--- config.mk ---
export PLATFORM = sky130hd
export DESIGN_NAME = mul_input_arbiter
export DESIGN_NICKNAME = d
export VERILOG_FILES = /design/src/rtl/mul_input_arbiter.sv
export SDC_FILE = /design/constraint.sdc
export NUM_CORES = 1
export LEC_CHECK = 0
export CAP_MARGIN = 20
export CORE_ASPECT_RATIO = 1.5
export CORE_MARGIN = 5
export CORE_UTILIZATION = 40
export DETAILED_ROUTE_END_ITERATION = 8
export GPL_TIMING_DRIVEN = 0
export PLACE_DENSITY = 0.85
export RECOVER_POWER = 50
export SYNTH_ARGS = -nofsm -noshare
export SYNTH_HDL_FRONTEND = slang
export SYNTH_SLANG_ARGS = --single-unit
--- constraint.sdc ---
create_clock -name clk -period 2.71 [get_ports clk]
set_input_delay 0.813 -clock clk [delete_from_list [all_inputs] [get_ports clk]]
set_output_delay 0.813 -clock clk [all_outputs]
set_load 0.02 [all_outputs]
--- src/rtl/mul_input_arbiter.sv ---
// mul_input_arbiter: CONF-priority 2:1 arbiter feeding the multiplier stream; MUL_ARB_FAIRNESS_EN bounds CONF bursts while DATA waits.
module mul_input_arbiter #(
    parameter int TYPE_WIDTH     = 2,
    parameter int SEQ_WIDTH      = 8,
    parameter int SOURCE_WIDTH   = 8,
    parameter int PAYLOAD_WIDTH  = 16,
    parameter int MAX_CONF_BURST = 4
) (
    input  logic                     clk,
    input  logic                     rst,
    input  logic                     hlt,
    input  logic                     dat_valid,
    output logic                     dat_ready,
    input  logic [TYPE_WIDTH-1:0]    dat_type,
    input  logic [SEQ_WIDTH-1:0]     dat_seqNum,
    input  logic [SOURCE_WIDTH-1:0]  dat_sourceAddress,
    input  logic [PAYLOAD_WIDTH-1:0] dat_data,
    input  logic                     cfg_valid,
    output logic                     cfg_ready,
    input  logic [TYPE_WIDTH-1:0]    cfg_type,
    input  logic [SEQ_WIDTH-1:0]     cfg_seqNum,
    input  logic [SOURCE_WIDTH-1:0]  cfg_sourceAddress,
    input  logic [PAYLOAD_WIDTH-1:0] cfg_data,
    output logic                     SNC_MUL_valid,
    output logic [TYPE_WIDTH-1:0]    SNC_MUL_type,
    output logic [SEQ_WIDTH-1:0]     SNC_MUL_seqNum,
    output logic [SOURCE_WIDTH-1:0]  SNC_MUL_sourceAddress,
    output logic [PAYLOAD_WIDTH-1:0] SNC_MUL_data,
    output logic [1:0]               owner
);
    localparam int CNT_W = $clog2(MAX_CONF_BURST + 1);
    typedef enum logic [1:0] {IDLE = 2'b00, DATA = 2'b01, CONF = 2'b10} state_t;
    state_t                   state_q, state_d;
    logic                     valid_q, valid_d;
    logic [TYPE_WIDTH-1:0]    type_q, type_d;
    logic [SEQ_WIDTH-1:0]     seq_q, seq_d;
    logic [SOURCE_WIDTH-1:0]  src_q, src_d;
    logic [PAYLOAD_WIDTH-1:0] data_q, data_d;
    logic [CNT_W-1:0]         conf_cnt;
    logic                     force_data, grant_cfg, grant_dat;
`ifdef MUL_ARB_FAIRNESS_EN
    localparam bit FAIR = 1'b1;
    logic [CNT_W-1:0] cnt_q, cnt_d;
    always_comb begin
        cnt_d = (!hlt && (grant_dat || !dat_valid)) ? '0 :
                (grant_cfg && cnt_q != CNT_W'(MAX_CONF_BURST)) ? cnt_q + 1'b1 : cnt_q;
    end
    always_ff @(posedge clk or negedge rst) begin
        if (!rst) cnt_q <= '0;
        else      cnt_q <= cnt_d;
    end
    assign conf_cnt = cnt_q;
`else
    localparam bit FAIR = 1'b0;
    assign conf_cnt = '0;
`endif
    // readies are gated by rst so they drop immediately when reset asserts
    assign force_data = FAIR && dat_valid && (conf_cnt == CNT_W'(MAX_CONF_BURST));
    assign grant_cfg  = rst && !hlt && cfg_valid && !force_data;
    assign grant_dat  = rst && !hlt && dat_valid && !grant_cfg;
    assign cfg_ready  = grant_cfg;
    assign dat_ready  = grant_dat;
    always_comb begin
        valid_d = hlt ? valid_q : (grant_cfg || grant_dat);
        type_d  = grant_cfg ? cfg_type          : grant_dat ? dat_type          : type_q;
        seq_d   = grant_cfg ? cfg_seqNum        : grant_dat ? dat_seqNum        : seq_q;
        src_d   = grant_cfg ? cfg_sourceAddress : grant_dat ? dat_sourceAddress : src_q;
        data_d  = grant_cfg ? cfg_data          : grant_dat ? dat_data          : data_q;
        state_d = hlt ? state_q : grant_cfg ? CONF : grant_dat ? DATA : IDLE;
    end
    always_ff @(posedge clk or negedge rst) begin
        if (!rst) begin
            state_q <= IDLE;
            valid_q <= 1'b0;
            type_q  <= '0;
            seq_q   <= '0;
            src_q   <= '0;
            data_q  <= '0;
        end else begin
            state_q <= state_d;
            valid_q <= valid_d;
            type_q  <= type_d;
            seq_q   <= seq_d;
            src_q   <= src_d;
            data_q  <= data_d;
        end
    end
    assign SNC_MUL_valid         = valid_q;
    assign SNC_MUL_type          = type_q;
    assign SNC_MUL_seqNum        = seq_q;
    assign SNC_MUL_sourceAddress = src_q;
    assign SNC_MUL_data          = data_q;
    assign owner                 = state_q;
endmodule

**Yosys cells after proc, flatten, opt, wreduce, memory -nomap -nowiden**

Cells that the tools add are included.

- Multiplexer cells: 10
- Reduce and logical (&&, ||, !) cells: 8

Operators by type and width:

| operator | number |
|---|---|
| $mux 16 | 2 |
| $mux 8 | 4 |
| $mux 2 | 3 |
| $logic_and 1x1->1 | 4 |
| $logic_not 1->1 | 2 |
| $reduce_bool 2->1 | 1 |
| $logic_or 1x1->1 | 1 |
| $mux 1 | 1 |

- Register bits after elaboration: 37
- Input port bits: 73
- Logic and storage cells: 24

**Depth between registers and ports, before layout**

- Depth after elaboration: 7
- Gate-level depth with buffers: 5
- Depth with buffers taken out: 3

**Worst setup path after synthesis**

OpenSTA, ideal clock, no wires.

- Kind: in2out
- Start: input cfg_valid
- End: output dat_ready
- Arrival: 2001 ps
- Required time: 1897 ps
- Slack: -104 ps
- Stages on the path: 3
- Path buffers: 2
- Path through: buf_4 > clkbuf_1 > nor4bb_1

- Longest elaborated chain between the ends: 3

RTL lines:

| what | line | RTL |
|---|---|---|
| from (decl) | 18 | `input logic cfg_valid,` |
| $logic_and 1x1->1 | 59 | `assign grant_cfg = rst && !hlt && cfg_valid && !force_data;` |
| $logic_not 1->1 | 60 | `assign grant_dat = rst && !hlt && dat_valid && !grant_cfg;` |
| $logic_and 1x1->1 | 60 |  |
| to (decl) | 13 | `output logic dat_ready,` |

Every way passes these cells.

**Worst setup path in the final report**

- Start: input hlt
- End: output cfg_ready

- Longest elaborated chain between the ends: 3

RTL lines:

| what | line | RTL |
|---|---|---|
| from (decl) | 11 | `input logic hlt,` |
| $logic_not 1->1 | 59 |  |
| $logic_and 1x1->1 (2 in a row) | 59 |  |
| to (decl) | 19 | `output logic cfg_ready,` |

Every way passes these cells.

==> flow_summary.toml <==
[floorplanning]
placementRows = 30
dieWidth_um = 65.0
die_area_um2 = 6010
fp.dieH_um = 92.5
floorplan.io_pins = 112
initial_core_util_pct = 40.6
core_region_area_um2 = 4470

[placed_design]
placed_cell_area_um2 = 2980
port_buffers = 110
gp_routability_congestion = 0.754
place_inst = 277
place_hpwl_um = 3830

[synthesis]
synth.avg_cell_area_um2 = 15.2
synth.lib_cells_used.distinct = 12
synth-adder-area-share_pct = 0
ys_seq_elements = 37
synth_sequential_area_ratio_pct = 51.1
net_count_after_synthesis = 192
gate_count_post_synth = 119
synth_top_family_by_area = "multiplexers"
multiplexer_share_of_the_synthesized_area_pct = 42.2
synth_xor_area_share_pct = 0
complex_gate_fraction_of_the_synthesized_area_pct = 1.24
yosysWarnings = 0
synthesized_area_fraction_occupied_by_and_or_nand_nor_cells_pct = 2.42
synthesis.area_um2 = 1810

[timing]
finalWorstPathRequiredPeriod_ns = 2.55
tightestPinTransition_ns = 0.693
setup_violations = 0
fin_crit_sh_pct = 94.2
hold_slack_ns = 0.434
timing.fmax_mhz = 392
finalMaxSlewViolations = 0
finalClockSkew_ns = 0
timing.slew.headroom_pct = 53.6
final-hold-violation-count = 0
grt_setup_unrepaired = "false"

[detailed_routing]
post_drt_via_cell_ratio = 4.94
detail_route.drc_violations = 0
final_routed_wirelength_across_all_metal_layers_um = 4590
detail_route.iter0.violations = 7
drt_pass1_iterations = 3
wl_per_cell_um = 16.2
detail-route-antenna-nets = 0
detailed_route_via_count = 1403

[clock_tree]
clk-insertion-delay-late_ns = 0.28
cts_buffer_depth = 2
tritoncts.num_buffers = 5
worst_setup_hold_path_clk_slew_ns = 0.07
cts_hold_buf = 0
tritoncts_num_sinks = 37
cts_tree = "built"
clock_tree.root_cell = "sky130_fd_sc_hd__clkbuf_8"
cts_htree_levels = 2

[critical_path]
worst-endpoint-arrival_ns = 1.74
worst_reg2reg_path_endpoint = "SNC_MUL_data[5]"
reg2reg_from = "SNC_MUL_data[5]"
cp.required_ns = 1.90
critical_path_peak_fanout = 6
reg2regPathDepth = 1
timing.critical_path.from_type = "input pin"
worst-r2r-setup-slack_ns = 1.93
setup.worst_path.end_class = "output pin"
worstSetupPathType = "in2out"

[global_route]
antenna_found_initial = 0
first_global_vias = 1527
grt_start_max_net_pins = 41
globalRouteTotalUtil_pct = 15.9
overflow = 0
grt_first_pass_wirelength_um = 7300

[cells_and_area]
design_area_um2 = 3060
filler_instances = 333
num_antenna_cells = 0
mostFrequentLayoutCells = "95 x sky130_fd_sc_hd__clkdlybuf4s50_1, 67 x sky130_fd_sc_hd__mux2_2, 37 x sky130_fd_sc_hd__dfrtp_1"
post_layout_nonfiller_instances = 284
layout-drive-gt1-share_pct = 35.6
area_overhead_of_the_layout_relative_to_synthesis_pct = 68.5
final_core_area_utilization_pct = 68.4
sequential_cell_area_um2 = 926
multi_input_area_um2 = 838
nets = 308
layout_commonest_cell = "sky130_fd_sc_hd__clkdlybuf4s50_1"

[run]
maxCapViolCount = 0

[min_path]
min-delay-path-class = "in2async"

[status]
run_status = "finished clean"

[pwr]
p_total_mw = 1.72
vdd_ir_drop_max_v = 0.000348
pwr_density_cell_nw_per_um2 = 564
static-leakage-power_nw = 1.27
how the worst max path moves through the flow:
| stage | start | to | slack (ns) |
|---|---|---|---|
| 2_1_floorplan | cfg_valid | dat_ready | 0.1 |
| 3_3_place_gp | rst | dat_ready | -1.84 |
| 3_5_place_dp | rst | dat_ready | -0.76 |
| 4_1_cts | dat_valid | dat_ready | 0.005 |
| 5_1_grt | rst | dat_ready | 0.08 |
| 6_report | hlt | cfg_ready | 0.16 |
metrics by stage:
| step | setup TNS (ns) | setup slack [ns] |
|---|---|---|
| after floorplan | 0 | 0.0978 |
| after detailed placement | -4.26 | -0.765 |
| after global routing | 0 | 0.0783 |
| final | 0 | 0.158 |
| after CTS | 0 | 0.00454 |
| after global placement | -50.34 | -1.84 |
critical path: stages:
cell and delay (ns):
sky130_fd_sc_hd__dlygate4sd2_1 0.31, sky130_fd_sc_hd__and3b_1 0.26, sky130_fd_sc_hd__dlygate4sd2_1 0.35
layer usage:
layer / part of all wire (%) / global-route usage (%) / up-vias / wire length, um
li1: - / - / 660 / -
met1: 33 / 15.6 / 660 / 1530
met2: 53 / 28.8 / 73 / 2440
met3: 11 / 6.55 / 10 / 490
met4: 2.7 / 6.88 / 0 / 125
met5: 0 / 0 / - / 0
cell usage after synthesis:
cell	count	area share (%)
sky130_fd_sc_hd__mux2_2	67	42
sky130_fd_sc_hd__and3b_1	1	0.48
sky130_fd_sc_hd__nor2_2	1	0.35
sky130_fd_sc_hd__nor4bb_1	1	0.55
sky130_fd_sc_hd__nor3b_4	1	1.0
sky130_fd_sc_hd__a21o_1	3	1.2
sky130_fd_sc_hd__buf_6	3	1.9
sky130_fd_sc_hd__buf_4	1	0.41
sky130_fd_sc_hd__mux2_1	1	0.62
sky130_fd_sc_hd__dfrtp_1	37	51
sky130_fd_sc_hd__clkbuf_1	1	0.21
sky130_fd_sc_hd__buf_2	2	0.55
layout make-up:
cell class	instances	area share, %
Tap cell	48	1.97
Clock buffer	6	2.38
Sequential cell	37	30.3
Timing Repair Buffer	110	35.9
Multi-Input combinational cell	75	27.4
Buffer	6	1.68
Clock inverter	2	0.328
cells by family (layout without fill, tap and decap cells):
logic type,Yosys count,count (layout)
mux,68,68
simple gates,4,4
flops,37,37
compound gates,3,3
buf+inv,7,124
report_power, final:
group	switching (mW)	internal [mW]	total, mW
logic	0.270	0.380	0.650
registers	0.0476	0.658	0.706
clock network	0.189	0.178	0.367
total	0.506	1.22	1.72
timing repair:
action / in CTS / in global routing
endpoints found under the setup margin: 2 / 1
buffers inserted: 0 / 0
gates cloned: 0 / 0
gates resized for setup: 8 / 3
endpoints found under the hold margin: 0 / 0
flip-flops by register name, indices dropped and copies added (netlist names):
name	flops
owner	2
SNC_MUL_valid	1
SNC_MUL_data	16
SNC_MUL_sourceAddress	8
SNC_MUL_type	2
SNC_MUL_seqNum	8
(Power assumes the default switching activity.)
